File: src/rtl/path_decision_out_pkg.sv
// Shared widths and payload types for the path decision output stage.
// Holds the candidate record {path, ped, idx} that moves through the compare
// tree and the output FIFO.
package path_decision_out_pkg;

  localparam int unsigned N        = 4;              // symbols per path
  localparam int unsigned SYM_WL   = 2;              // bits per symbol
  localparam int unsigned NUM_PATH = 4;              // surviving paths per result
  localparam int unsigned IDX_WL   = 2;              // path index width
  localparam int unsigned PATH_WL  = N * SYM_WL;     // one path
  localparam int unsigned PED_WL   = 16;             // one unsigned PED
  localparam int unsigned DEPTH    = 4;              // FIFO entries, power of 2
  localparam int unsigned PTR_WL   = $clog2(DEPTH);
  localparam int unsigned LVL_WL   = PTR_WL + 1;
  localparam int unsigned CNT_WL   = 8;              // drop counter, saturating

  typedef struct packed {
    logic [PATH_WL-1:0] path;
    logic [PED_WL-1:0]  ped;
    logic [IDX_WL-1:0]  idx;
  } cand_t;

endpackage

File: src/rtl/path_decision_out_if.sv
// Handshake/data bundle for path_decision_out.
//   in_valid/path_in/ped_in : one detector result (4 paths + 4 PEDs)
//   out_ready/ovf_clr       : consumer accept and overflow clear
//   out_valid/out_path/out_ped/out_idx : FIFO head decision
//   fifo_level/ovf_sticky/drop_cnt     : occupancy and overflow status
// master = producer/consumer side, slave = the decision block.
interface path_decision_out_if;
  import path_decision_out_pkg::*;

  logic                         in_valid;
  logic [NUM_PATH*PATH_WL-1:0]  path_in;
  logic [NUM_PATH*PED_WL-1:0]   ped_in;
  logic                         out_ready;
  logic                         ovf_clr;
  logic                         out_valid;
  logic [PATH_WL-1:0]           out_path;
  logic [PED_WL-1:0]            out_ped;
  logic [IDX_WL-1:0]            out_idx;
  logic [LVL_WL-1:0]            fifo_level;
  logic                         ovf_sticky;
  logic [CNT_WL-1:0]            drop_cnt;

  modport master (
    output in_valid, path_in, ped_in, out_ready, ovf_clr,
    input  out_valid, out_path, out_ped, out_idx, fifo_level, ovf_sticky, drop_cnt
  );

  modport slave (
    input  in_valid, path_in, ped_in, out_ready, ovf_clr,
    output out_valid, out_path, out_ped, out_idx, fifo_level, ovf_sticky, drop_cnt
  );

endinterface

File: src/rtl/path_decision_out_ped_min2.sv
// Combinational 2-input compare-select on {path, ped, idx}.
//   a, b : candidates
//   y_c  : candidate with the smaller unsigned PED; on a tie the lower idx wins
module path_decision_out_ped_min2
  import path_decision_out_pkg::*;
(
  input  cand_t a,
  input  cand_t b,
  output cand_t y_c
);

  always_comb begin
    y_c = a;
    if (b.ped < a.ped) begin
      y_c = b;
    end else if ((b.ped == a.ped) && (b.idx < a.idx)) begin
      y_c = b;
    end
  end

endmodule

File: src/rtl/path_decision_out.sv
// Final MIMO detector stage: selects the minimum-PED path over a two-cycle
// compare tree, buffers the decision in a small FIFO and hands it out on a
// valid/ready port. The upstream pipeline never stalls, so a push into a full
// FIFO with no simultaneous pop is dropped and counted.
//   clk, rst : clock, synchronous active-low reset
//   bus      : slave side of path_decision_out_if (inputs, head decision, status)
module path_decision_out
  import path_decision_out_pkg::*;
(
  input  logic                clk,
  input  logic                rst,
  path_decision_out_if.slave  bus
);

  // Split the flat input buses into indexed candidates
  cand_t cand_c [NUM_PATH];

  always_comb begin
    for (int unsigned k = 0; k < NUM_PATH; k++) begin
      cand_c[k].path = bus.path_in[k*PATH_WL +: PATH_WL];
      cand_c[k].ped  = bus.ped_in[k*PED_WL +: PED_WL];
      cand_c[k].idx  = IDX_WL'(k);
    end
  end

  // Compare tree: pairs (0,1),(2,3) in S1, winners in S2
  cand_t w01_c, w23_c, best_c;
  cand_t s1_lo, s1_hi, s2;
  logic  v1, v2;

  path_decision_out_ped_min2 u_min01 (.a(cand_c[0]), .b(cand_c[1]), .y_c(w01_c));
  path_decision_out_ped_min2 u_min23 (.a(cand_c[2]), .b(cand_c[3]), .y_c(w23_c));
  path_decision_out_ped_min2 u_min_f (.a(s1_lo),     .b(s1_hi),     .y_c(best_c));

  always_ff @(posedge clk) begin
    if (!rst) begin
      v1    <= 1'b0;
      v2    <= 1'b0;
      s1_lo <= '0;
      s1_hi <= '0;
      s2    <= '0;
    end else begin
      v1    <= bus.in_valid;
      v2    <= v1;
      s1_lo <= w01_c;
      s1_hi <= w23_c;
      s2    <= best_c;
    end
  end

  // Output FIFO state; the head entry is held in registers
  cand_t             mem [DEPTH];
  logic [PTR_WL-1:0] wr_ptr, rd_ptr;
  logic [LVL_WL-1:0] level;
  logic              out_valid;
  cand_t             head;
  logic              ovf_sticky;
  logic [CNT_WL-1:0] drop_cnt;

  logic              pop_c, push_c, drop_c, full_c;
  logic [LVL_WL-1:0] level_nxt_c;
  logic [PTR_WL-1:0] rd_nxt_c;
  cand_t             head_nxt_c;

  // Push/pop decision and look-ahead of the next head entry
  always_comb begin
    pop_c       = out_valid & bus.out_ready;
    full_c      = (level == LVL_WL'(DEPTH));
    push_c      = v2 & (~full_c | pop_c);
    drop_c      = v2 & full_c & ~pop_c;
    level_nxt_c = level;
    if (push_c && !pop_c) begin
      level_nxt_c = level + LVL_WL'(1);
    end else if (pop_c && !push_c) begin
      level_nxt_c = level - LVL_WL'(1);
    end
    rd_nxt_c   = pop_c ? (rd_ptr + PTR_WL'(1)) : rd_ptr;
    // The slot being written this cycle is not yet in mem, forward it
    head_nxt_c = mem[rd_nxt_c];
    if (push_c && (wr_ptr == rd_nxt_c)) begin
      head_nxt_c = s2;
    end
  end

  always_ff @(posedge clk) begin
    if (!rst) begin
      for (int unsigned i = 0; i < DEPTH; i++) begin
        mem[i] <= '0;
      end
      wr_ptr     <= '0;
      rd_ptr     <= '0;
      level      <= '0;
      out_valid  <= 1'b0;
      head       <= '0;
      ovf_sticky <= 1'b0;
      drop_cnt   <= '0;
    end else begin
      if (push_c) begin
        mem[wr_ptr] <= s2;
        wr_ptr      <= wr_ptr + PTR_WL'(1);
      end
      rd_ptr    <= rd_nxt_c;
      level     <= level_nxt_c;
      out_valid <= (level_nxt_c != '0);
      head      <= head_nxt_c;
      // A drop in the same cycle as a clear restarts the count at one
      if (drop_c) begin
        ovf_sticky <= 1'b1;
        if (bus.ovf_clr) begin
          drop_cnt <= CNT_WL'(1);
        end else if (drop_cnt != {CNT_WL{1'b1}}) begin
          drop_cnt <= drop_cnt + CNT_WL'(1);
        end
      end else if (bus.ovf_clr) begin
        ovf_sticky <= 1'b0;
        drop_cnt   <= '0;
      end
    end
  end

  assign bus.out_valid  = out_valid;
  assign bus.out_path   = head.path;
  assign bus.out_ped    = head.ped;
  assign bus.out_idx    = head.idx;
  assign bus.fifo_level = level;
  assign bus.ovf_sticky = ovf_sticky;
  assign bus.drop_cnt   = drop_cnt;

endmodule

File: src/flat_wrapper.sv
// flat-port wrapper written by rule: the top's interface ports become plain ports
module path_decision_out_flat import path_decision_out_pkg::*;
  (clk, rst, bus_in_valid, bus_path_in, bus_ped_in, bus_out_ready, bus_ovf_clr, bus_out_valid, bus_out_path, bus_out_ped, bus_out_idx, bus_fifo_level, bus_ovf_sticky, bus_drop_cnt);
  path_decision_out_if bus_i ();
  input  logic clk;
  input  logic rst;
  input wire logic [$bits(bus_i.in_valid)-1:0] bus_in_valid;
  input wire logic [$bits(bus_i.path_in)-1:0] bus_path_in;
  input wire logic [$bits(bus_i.ped_in)-1:0] bus_ped_in;
  input wire logic [$bits(bus_i.out_ready)-1:0] bus_out_ready;
  input wire logic [$bits(bus_i.ovf_clr)-1:0] bus_ovf_clr;
  output wire logic [$bits(bus_i.out_valid)-1:0] bus_out_valid;
  output wire logic [$bits(bus_i.out_path)-1:0] bus_out_path;
  output wire logic [$bits(bus_i.out_ped)-1:0] bus_out_ped;
  output wire logic [$bits(bus_i.out_idx)-1:0] bus_out_idx;
  output wire logic [$bits(bus_i.fifo_level)-1:0] bus_fifo_level;
  output wire logic [$bits(bus_i.ovf_sticky)-1:0] bus_ovf_sticky;
  output wire logic [$bits(bus_i.drop_cnt)-1:0] bus_drop_cnt;
  assign bus_i.in_valid = bus_in_valid;
  assign bus_i.path_in = bus_path_in;
  assign bus_i.ped_in = bus_ped_in;
  assign bus_i.out_ready = bus_out_ready;
  assign bus_i.ovf_clr = bus_ovf_clr;
  assign bus_out_valid = bus_i.out_valid;
  assign bus_out_path = bus_i.out_path;
  assign bus_out_ped = bus_i.out_ped;
  assign bus_out_idx = bus_i.out_idx;
  assign bus_fifo_level = bus_i.fifo_level;
  assign bus_ovf_sticky = bus_i.ovf_sticky;
  assign bus_drop_cnt = bus_i.drop_cnt;
  path_decision_out u_core (.clk(clk), .rst(rst), .bus(bus_i));
endmodule
File: config.mk
export PLATFORM = sky130hd
export DESIGN_NAME = path_decision_out_flat
export DESIGN_NICKNAME = d
export VERILOG_FILES = /design/src/rtl/path_decision_out_pkg.sv /design/src/rtl/path_decision_out_if.sv /design/src/rtl/path_decision_out_ped_min2.sv /design/src/rtl/path_decision_out.sv /design/src/flat_wrapper.sv
export SDC_FILE = /design/constraint.sdc
export NUM_CORES = 1
export LEC_CHECK = 0
export CORE_ASPECT_RATIO = 1.2
export CORE_UTILIZATION = 30
export DETAILED_ROUTE_END_ITERATION = 8
export SLEW_MARGIN = 20
export SYNTH_ARGS = -nofsm -noshare
export SYNTH_HDL_FRONTEND = slang
export SYNTH_HIERARCHICAL = 1
export SYNTH_SLANG_ARGS = --single-unit
File: constraint.sdc
create_clock -name clk -period 5.5 [get_ports clk]
set_clock_uncertainty 0.2 [all_clocks]
set_input_delay 1.1 -clock clk [delete_from_list [all_inputs] [get_ports clk]]
set_output_delay 1.1 -clock clk [all_outputs]
set_load 0.02 [all_outputs]
== After elaboration in Yosys (flattened, before gate mapping) ==
Memory sizes are Yosys's and may differ from the RTL's. A register that Yosys moved wholly into a read port is not among the register bits.
Index checks and enable logic that the tools add are counted.

* Add/sub/neg operators: 5
* $lt $le $gt $ge: 4
* Equality and inequality tests: 3
* Multiplexer cells: 20
* Bitwise gates (word level): 7
* Reduce and logical (&&, ||, !) cells: 11

{| class="wikitable"
|+ Operators with widths
! operator !! number
|-
| $mux W26 || 5
|-
| $lt A16 B16 Y1 || 3
|-
| $mux W8 || 4
|-
| $reduce_or A26 Y1 || 1
|-
| $eq A16 B16 Y1 || 1
|-
| $add A8 B1 Y8 const B || 1
|-
| $ne A8 B8 Y1 const B || 1
|-
| $mux W1 || 7
|-
| $mux W3 || 2
|-
| $add A2 B1 Y2 const B || 2
|-
| $and A1 B1 Y1 || 4
|-
| $mux W2 || 2
|-
| $reduce_bool A2 Y1 || 2
|-
| $add A3 B1 Y3 const B || 1
|-
| $eq A3 B3 Y1 const B || 1
|-
| $logic_and A1 B1 Y1 || 3
|-
| $logic_not A1 Y1 || 3
|-
| $reduce_bool A3 Y1 || 1
|-
| $sub A3 B1 Y3 const B || 1
|-
| $lt A2 B2 Y1 || 1
|-
| $not A1 Y1 || 2
|-
| $reduce_and A2 Y1 || 1
|-
| $or A1 B1 Y1 || 1
|}

* Flip-flop bits (word level): 97
* Memory bits (writable): 104
* Bits of input ports: 101
* Output and inout bits: 39
* Logic and storage cells: 68
* Memories kept: 1

{| class="wikitable"
|+ Memory list
! name !! depth !! width !! rd ports !! clocked after memory_dff !! write ports !! RTL line !! text
|-
| u_core.mem || 4 || 26 || 1 || 1 || 4 || path_decision_out.sv:52 || <nowiki>cand_t mem [DEPTH];</nowiki>
|}

== Logic depth before layout (Yosys ltp) ==
Gate-level depths: netlist (run 1).

* Depth after elaboration: 9
* Gate-level depth with buffers: 11
* Mapped depth without buffers: 8

== By module ==
Netlist (run 1), hierarchy kept.

{| class="wikitable"
|+ Modules (own cells, without submodules)
! module !! times used !! cells an instance !! area each (µm²) !! sequential area each (µm²)
|-
| path_decision_out || 1 || 738 || 8798.4 || 5585.4
|-
| path_decision_out_ped_min2 || 3 || 170 || 1198.6 || 0.0
|}

== Worst setup path before layout (run 1) ==
No wires, ideal clock.

* Kind: input-to-reg
* From: in bus_out_ready
* To: mem u_core/mem[3][0] (netlist bit), enable pin
* Setup time: 0.445 ns
* Arrival: 3.572 ns
* Data required time: 4.855 ns
* Path slack: 1.283 ns
* Stages on the path: 5
* Buffers on the path: 1
* Cells stage by stage: and2_4 buf_4 o21a_1 nand2_1 o21ai_0

{| class="wikitable"
|+ RTL lines
! element !! RTL line !! text
|-
| from (decl) || flat_wrapper.sv:10 || <nowiki>input wire logic [$bits(bus_i.out_ready)-1:0] bus_out_ready;</nowiki>
|-
| to (decl) || path_decision_out.sv:52 ||
|}

==> results of run 1 <==
==> registers in the layout, indices dropped and copies added (netlist names) <==
signal                 flops
u_core/v1                  1
u_core/bus.out_valid       1
u_core/bus.drop_cnt        8
u_core/v2                  1
u_core/bus.out_idx         2
u_core/bus.fifo_level      3
u_core/rd_ptr              2
u_core/bus.out_path        8
u_core/s1_hi              26
u_core/s1_lo              26
u_core/s2                 26
u_core/bus.out_ped        16
u_core/wr_ptr              2
u_core/bus.ovf_sticky      1
u_core/mem               104
==> how the worst max path moves through the flow <==
stage | from | endpoint | cells past startpoint
final | bus_ped_in[47] | u_core/s1_hi[12] | 9
after global routing | bus_ped_in[47] | u_core/s1_hi[12] | 9
after CTS | bus_ped_in[47] | u_core/s1_hi[12] | 9
after detailed placement | bus_ped_in[47] | u_core/s1_hi[12] | 9
after global placement | bus_ped_in[47] | u_core/s1_hi[17] | 9
after floorplan | bus_out_ready | u_core/mem[3][0] | 5
==> logic make-up (layout without fill, tap and decap cells) <==
group | Yosys count | count (layout) | synth area share [%]
flip-flops | 227 | 227 | 45.1
multiplexers | 56 | 56 | 5.05
AND/OR/NAND/NOR | 394 | 394 | 18.6
AO/OA/AOI/OAI | 314 | 314 | 18.2
XOR/XNOR | 11 | 11 | 1.01
other | 2 | 18 | 0.0606
adder cells (fa/ha/maj) | 55 | 55 | 5.55
buffers and inverters | 189 | 293 | 6.48
==> stage by stage <==
stage | util [%] | cells
after CTS | 37.1 | 1907
after global placement | 35.0 | 1861
after global routing | 37.1 | 1907
after floorplan | - | 1264
final | 37.1 | 1907
after detailed placement | 35.0 | 1861
==> cell type report <==
| type | count | area (um2) |
|---|---|---|
| fillers | 4060 | 25600 |
| multi-input cells | 848 | 6140 |
| flip-flops and latches | 227 | 5590 |
| repair buffers | 163 | 1570 |
| clock buffers | 37 | 711 |
| well taps | 539 | 674 |
| inverters | 84 | 315 |
| clock inverters | 9 | 113 |
==> report_power, final <==
part,switching (uW),internal (uW)
clock network,678,991
logic,684,556
registers,94.5,1930
total,1460,3480
==> per-layer routing <==
metal	track usage (%)	vias up	wire (um)
li1	-	4859	-
met1	19.1	4907	14400
met2	29.0	287	17700
met3	1.37	53	1410
met4	4.46	0	802
met5	0	-	0
==> cell usage after synthesis, types with 2 or more instances <==
cell / count
sky130_fd_sc_hd__dfxtp_1: 123
sky130_fd_sc_hd__and2_1: 108
sky130_fd_sc_hd__edfxtp_1: 104
sky130_fd_sc_hd__clkbuf_1: 85
sky130_fd_sc_hd__inv_1: 83
sky130_fd_sc_hd__a32oi_1: 78
sky130_fd_sc_hd__nand2_1: 77
sky130_fd_sc_hd__nor4b_1: 75
sky130_fd_sc_hd__nor2_1: 73
sky130_fd_sc_hd__ha_1: 55
sky130_fd_sc_hd__o221ai_1: 52
sky130_fd_sc_hd__a21oi_1: 48
sky130_fd_sc_hd__o31ai_1: 48
sky130_fd_sc_hd__o21ai_0: 34
sky130_fd_sc_hd__o21ai_1: 34
sky130_fd_sc_hd__mux2_2: 33
sky130_fd_sc_hd__mux2_1: 19
sky130_fd_sc_hd__nand4_1: 14
sky130_fd_sc_hd__buf_6: 11
sky130_fd_sc_hd__nand2b_1: 9
sky130_fd_sc_hd__nor3_1: 7
sky130_fd_sc_hd__xnor2_1: 7
sky130_fd_sc_hd__buf_2: 6
sky130_fd_sc_hd__nor4_1: 6
sky130_fd_sc_hd__nand3_1: 5
sky130_fd_sc_hd__o211ai_1: 5
sky130_fd_sc_hd__a21o_1: 4
sky130_fd_sc_hd__mux2i_1: 4
sky130_fd_sc_hd__nor2b_1: 4
sky130_fd_sc_hd__a211o_1: 3
sky130_fd_sc_hd__and3_4: 3
sky130_fd_sc_hd__o21bai_1: 3
sky130_fd_sc_hd__or2_1: 3
sky130_fd_sc_hd__or4_1: 3
sky130_fd_sc_hd__and4_1: 2
sky130_fd_sc_hd__buf_1: 2
sky130_fd_sc_hd__conb_1: 2
sky130_fd_sc_hd__or3b_1: 2
sky130_fd_sc_hd__xnor2_2: 2
==> worst max-delay path, delay by kind of cell <==
kind | cells | cell delay, ns
buffers and inverters | 2 | 0.51
AND/OR/NAND/NOR | 4 | 1.51
adder cells (fa/ha/maj) | 1 | 0.32
AO/OA/AOI/OAI | 2 | 0.75
==> reports/summary.md, run 1 <==
The clock latency reported for the late side of the worst-skew pair was 0.53 ns; the static power due to leakage was 0.00556 uW. In this run, the number of DRC markers left after iteration 0 of detailed routing was 938. In this run the deepest clock path goes through 3 buffers.

Clock tree root buffer cell: sky130_fd_sc_hd__clkbuf_16. The post-route minimum period is 3.95 ns. The area of the mapped netlist was 12,400 um2. The library cells used most frequently in the layout, excluding fill and tap cells, are sky130_fd_sc_hd__clkdlybuf4s50_1, sky130_fd_sc_hd__dfxtp_1, sky130_fd_sc_hd__and2_1, sky130_fd_sc_hd__edfxtp_1, sky130_fd_sc_hd__inv_1. For hold timing, the worst endpoint is u_core/v2. The initialized floorplan defines 81 standard-cell rows. The count of nets left with antenna violations once routing finished came out at 0.

TritonCTS built the clock tree. For this run, the leading register cell type out of synthesis is sky130_fd_sc_hd__dfxtp_1. For this design, the slowest cell found on the critical path is sky130_fd_sc_hd__or4_1. The clock-pin slew of the registers on the worst-case setup and hold paths came out at 0.06 ns. The total number of nets in the final design is 1,505. The run gives 0 as the post-cts gate resize count.

The I/O pin count was 140. The path class of the tightest hold or removal check is flip-flop to flip-flop. The post-route netlist has 8.48% of its cells at a drive strength greater than 1. Entering global routing, the biggest net connects 114 pins.

The ratio of routed vias to standard cells is 5.30, and the hold path depth is 1. The tools report the count of distinct cell types in the synthesized netlist as 51. For the hold violation total from the final report, the log shows 0. The share of synthesized area in the top cell type comes to 25.2%.

The Yosys step of the flow raised 6 warnings. For this run, the top clock speed supported by timing is 0.253 GHz. In the global route stage, overall resource usage came out at 15.6%. The width of the die was 188 um; the post-synthesis sequential element count was 227. The tools report the number of pins with negative max-slew slack in the final report as 86. STA puts the critical path data required time at 5.76 ns.

The startpoint identified for the worst register-to-register timing path is u_core/s1_lo[17]. The area added between synthesis and finish came out at 21.9%. The flow ran to the end, but the final reports show violations. The post-synthesis instance total is 1,248. Post-route clock period utilization: 71.7%. For the number of H-tree levels, the log shows 1. Cell taking the most area after synthesis: sky130_fd_sc_hd__edfxtp_1. Once the floorplan was initialized, standard cells occupied 30.4% of the core. After detailed placement, the total cell area comes to 14,300 um2.

Counting flops with an async set or reset pin after synthesis yields a share of 0%. The initial antenna violation count is 0. The floorplan step defined a die boundary enclosing 42,100 um2. Dividing the detail-routed wire length by the instance count gives 18.0 um. For the placeable core area, the log shows 40,700 um2. The TritonCTS buffer count is 25, and the transition time of the tightest slew-check pin is 2.60 ns.

The setup slack at placement was 1.05 ns; the worst hold margin was 0.230 ns. Measured in cells, the most critical reg-to-reg path has a length of 9. The startpoint class of the critical path was an input pin. Summing over every cut layer, the via total after detailed routing is 10,106. The count of buffers added on input and output ports is 139. Of all nets on the critical path, the largest fanout is 27. For this design the ratio of total power to cell area is 327 nW/um2. Once layout is done, the placed cells without fillers occupy 15,100 um2. The clock net in this run drives a total of 227 sinks. At the end of routability-driven placement, the weighted congestion stood at 0.878. For this block, the routed nets add up to 34.3 mm of wire.

Data on the critical path arrives at its endpoint at 4.20 ns. Across all register-to-register paths, the minimum setup slack is 2.03 ns. Global-route wire length before repair: 53.2 mm. Max-cap violations in this run came to 0.

The least setup slack across all paths after layout was 1.55 ns. The run gives 0 as the DRC violation count after routing. Global-route congestion overflow total: 0. The endpoint identified for the worst register-to-register timing path is u_core/s2[10].

After synthesis, flip-flops and latches occupy 45.1% of the total area. The completed layout was analyzed and its total power is 4930 uW. The checks that failed: max-slew violations.

For the buffer count from post-CTS setup fixing, the log shows 0. Yosys attributes the largest share of cell area to sky130_fd_sc_hd__edfxtp_1, sky130_fd_sc_hd__dfxtp_1, sky130_fd_sc_hd__ha_1. Highest cell delay on the worst timing path: 0.64 ns. Leaving out fill and tap cells, the most frequent cell in the layout is sky130_fd_sc_hd__clkdlybuf4s50_1. The number of flops mapped to enable cells by yosys was 104. Hold buffer count at cts: 0.

The first-pass iteration count of the detailed router was 5; the chip height was 225 um. The tools report the critical path capture point type as a flip-flop. After routing, the total negative slack on setup checks comes to 0 ns. Via count of the first global-routing pass: 9,871. Walking the worst path, the cells encountered are clkdlybuf4s50_1 -> inv_1 -> ha_1 -> nand4_1 -> or4_1 -> a21o_1 -> and3_4 -> o31ai_1 -> and2_1. Headroom to the max-slew limit came out at -74.2%. Setup violations remaining at the end of the flow were counted as 0. The worst IR drop on VDD is 190 uV, and the HPWL after detailed placement is 23.0 mm.

Dividing the synthesized area by the synthesized cell count gives 9.93 um2. The number of inserted diodes is 0. Setup repair after global routing left no endpoint under its margin. In this run the most critical hold path is launched from u_core/v1. The category of the critical setup timing path is input pin to flip-flop.
Power figures use the tool's default switching activity.
==> run 2: changes to the inputs <==
- clock period: 5.5 -> 3.55 ns (I/O delays scaled with it)
==> run 2 against run 1 <==
Against the previous run:
- clock power is 68% higher
- largest cell class unchanged
- die area did not move
- setup slack worse by 1.1 ns
- first-iteration DRC count down 35%
- combinational power increased by 59%
- the run still ends with max-slew violations left
==> reports/summary.md, run 2 (synthesized netlist as in run 1, its figures left out) <==
No sink is reached through more buffers than the 3 on the longest clock path. The start point of the worst hold path was u_core/v1. The run gives -77.4% as the worst slew margin relative to its limit. The smallest clock period supported by the final layout is computed as 3.13 ns. In the final layout, the multi-input gates occupy 6110 um2. The clock latency reported for the late side of the worst-skew pair was 0.54 ns.

The proportion of power drawn by the clock network is 35.5%, and the hold buffer count at cts is 0. The number of setup buffers added after CTS is 0. The logs give 227 for the total clock sinks and 0 ns for the aggregate negative setup slack. The min-delay analysis places its worst path in the category flip-flop to flip-flop. The detail route stage leaves a number of antenna-violating nets equal to 0. The fraction of final layout cells with drive strength greater than 1 works out to 10.0%.

The maximum number of pins on one net before global-route repair came out at 114. The share of total power dissipated in combinational logic is 24.9%. The clock tree root buffer cell is sky130_fd_sc_hd__clkbuf_16. The routability-driven placement congestion ratio was 0.843; the I/O pin count was 140. The post-cts gate resize count is 0, and the clock-pin slew of the registers on the worst-case setup and hold paths is 0.07 ns. The register with the most flip-flops in the layout has 104 of them. The logs give 86 for the number of pins with negative max-slew slack in the final report and 4,041 for the fill cell total of the finished layout. The largest register by flop count is u_core/mem.

In the routed design, unresolved DRC markers number 0. The hold path depth was 1; the final non-filler cell area was 15,400 um2. The worst path meets setup with 0.424 ns of slack. Setup repair after global routing left no endpoint under its margin. The logs give 54.6 mm for the global-route wire length before repair and 0.52 ns for the flop-to-flop setup slack. Total routing usage reported by global routing: 16.0%. The leading cell type in the layout, fill and taps excluded is sky130_fd_sc_hd__clkdlybuf4s50_1. In this run the critical register-to-register path is captured at u_core/s2[14]. The tools report the TritonCTS buffer count as 25. Floorplan row count: 81. Post-route clock period utilization: 88.1%. The share of total power in sequential cells was 39.6%; the post-placement cell area was 14,500 um2.

The highest net fanout along the worst path was 24; the setup slack at placement was -0.163 ns. Summed over all layers, the global routing overflow is 0. The HPWL after detailed placement is 23.2 mm. Net switching is 28.8% of the power. The worst hold margin was 0.234 ns; the number of H-tree levels was 1.

Via count of the first global-routing pass: 10,101. The placeable core area is 40,700 um2, and the power per cell area is 515 nW/um2. 0 antenna diodes ended up in the layout. The die covers 42,100 um2.

The chip height came out at 225 um. The reg-to-reg startpoint was u_core/s1_lo[17]. The internal portion of the total power is 5640 uW.

The flow ran to the end, but the final reports show violations. Buffers placed on the I/O ports in this run total 139. The first-pass iteration count of the detailed router was 5; the net switching power was 2270 uW. The width of the die was 188 um. The initial antenna violation count came out at 0.

The category of the critical setup timing path is input pin to flip-flop. Measured in cells, the most critical reg-to-reg path has a length of 8. The total detailed-routing wirelength was 35.0 mm; the static power due to leakage was 0.00573 uW.

The initial utilization of the core area, before any placement, comes to 30.4%. The worst IR drop on VDD is 341 uV, and the worst path required time is 3.83 ns. The ratio of routed vias to standard cells was 5.28. The checks that failed: max-slew violations. STA classifies the critical path startpoint as an input pin.

For the hold violation total from the final report, the log shows 0. The detailed router placed 10,206 vias in this run. The library cells used most frequently in the layout, excluding fill and tap cells, are sky130_fd_sc_hd__clkdlybuf4s50_1, sky130_fd_sc_hd__dfxtp_1, sky130_fd_sc_hd__and2_1, sky130_fd_sc_hd__edfxtp_1, sky130_fd_sc_hd__inv_1. The number of max-capacitance violations reported was 0; the total number of nets in the final design was 1,532. Registers take 5590 um2.

The end point of the most critical hold path is u_core/v2. Final cell utilization of the core: 37.7%. For the pin with the worst max-slew slack, the measured transition is 2.65 ns.

The first routing iteration left 610 violations. Dividing the detail-routed wire length by the instance count gives 18.1 um. The run gives 3.41 ns as the data arrival time of the critical path.

Setup violations remaining at the end of the flow were counted as 0. TritonCTS built the clock tree. From synthesis to final layout, the design area changed by 24.0%.

The tools report the critical path capture point type as a flip-flop. Derived from the worst setup path, the maximum achievable clock frequency is 0.320 GHz.
==> run 2: how the worst max path moves through the flow <==
stage,startpoint,cells after the start,to,slack [ns]
6_report,bus_ped_in[47],9,u_core/s1_hi[12],0.42
5_1_grt,bus_ped_in[46],9,u_core/s1_hi[12],0.33
4_1_cts,bus_ped_in[47],9,u_core/s1_hi[12],0.41
3_5_place_dp,bus_ped_in[47],9,u_core/s1_hi[12],-0.16
3_3_place_gp,bus_ped_in[47],9,u_core/s1_hi[12],-0.10
2_1_floorplan,bus_out_ready,4,u_core/mem[1][0],-0.09
==> run 2: worst max-delay path, cell delays in order <==
cell	delay (ns)
sky130_fd_sc_hd__clkdlybuf4s50_1	0.45
sky130_fd_sc_hd__inv_1	0.05
sky130_fd_sc_hd__ha_1	0.31
sky130_fd_sc_hd__nand4_1	0.16
sky130_fd_sc_hd__or4_1	0.60
sky130_fd_sc_hd__a21o_1	0.22
sky130_fd_sc_hd__and3_4	0.28
sky130_fd_sc_hd__o31ai_1	0.42
sky130_fd_sc_hd__and2_1	0.19
==> run 2: area by class of cell <==
class / instances / area share [%]
multi-input combinational: 848 / 39.7
sequential: 227 / 36.3
timing repair buffer: 190 / 11.8
tap: 539 / 4.39
clock buffer: 32 / 4.31
inverter: 84 / 2.05
clock inverter: 13 / 1.42
==> run 2: power groups by stage <==
stage          registers, uW  clock network, uW  logic [uW]
3_5_place_dp            3200                  0        1960
4_1_cts                 3140               2880        1970
6_report                3140               2810        1970
2_1_floorplan           3270                  0        1130
3_3_place_gp            3200                  0        1940
5_1_grt                 3170               2990        2130
==> run 2: routing by layer <==
| metal | vias to the layer above | track usage, % | share of wire (%) |
|---|---|---|---|
| li1 | 4911 | - | - |
| met3 | 53 | 1.64 | 4.1 |
| met4 | 0 | 6.06 | 3.3 |
| met5 | - | 0 | 0 |
| met1 | 4942 | 19.6 | 42 |
| met2 | 300 | 28.9 | 51 |
==> run 2: through the flow <==
step,instances,power [uW]
global placement,1888,5130
global route,1933,8290
CTS,1933,7990
finish,1933,7910
floorplan,1264,4400
detailed placement,1888,5160
==> run 3: changes to the inputs <==
- GPL_ROUTABILITY_DRIVEN: unset -> 0
==> results of run 3 <==
Same layout as run 2: the final DEF is identical, and so are final timing and power.
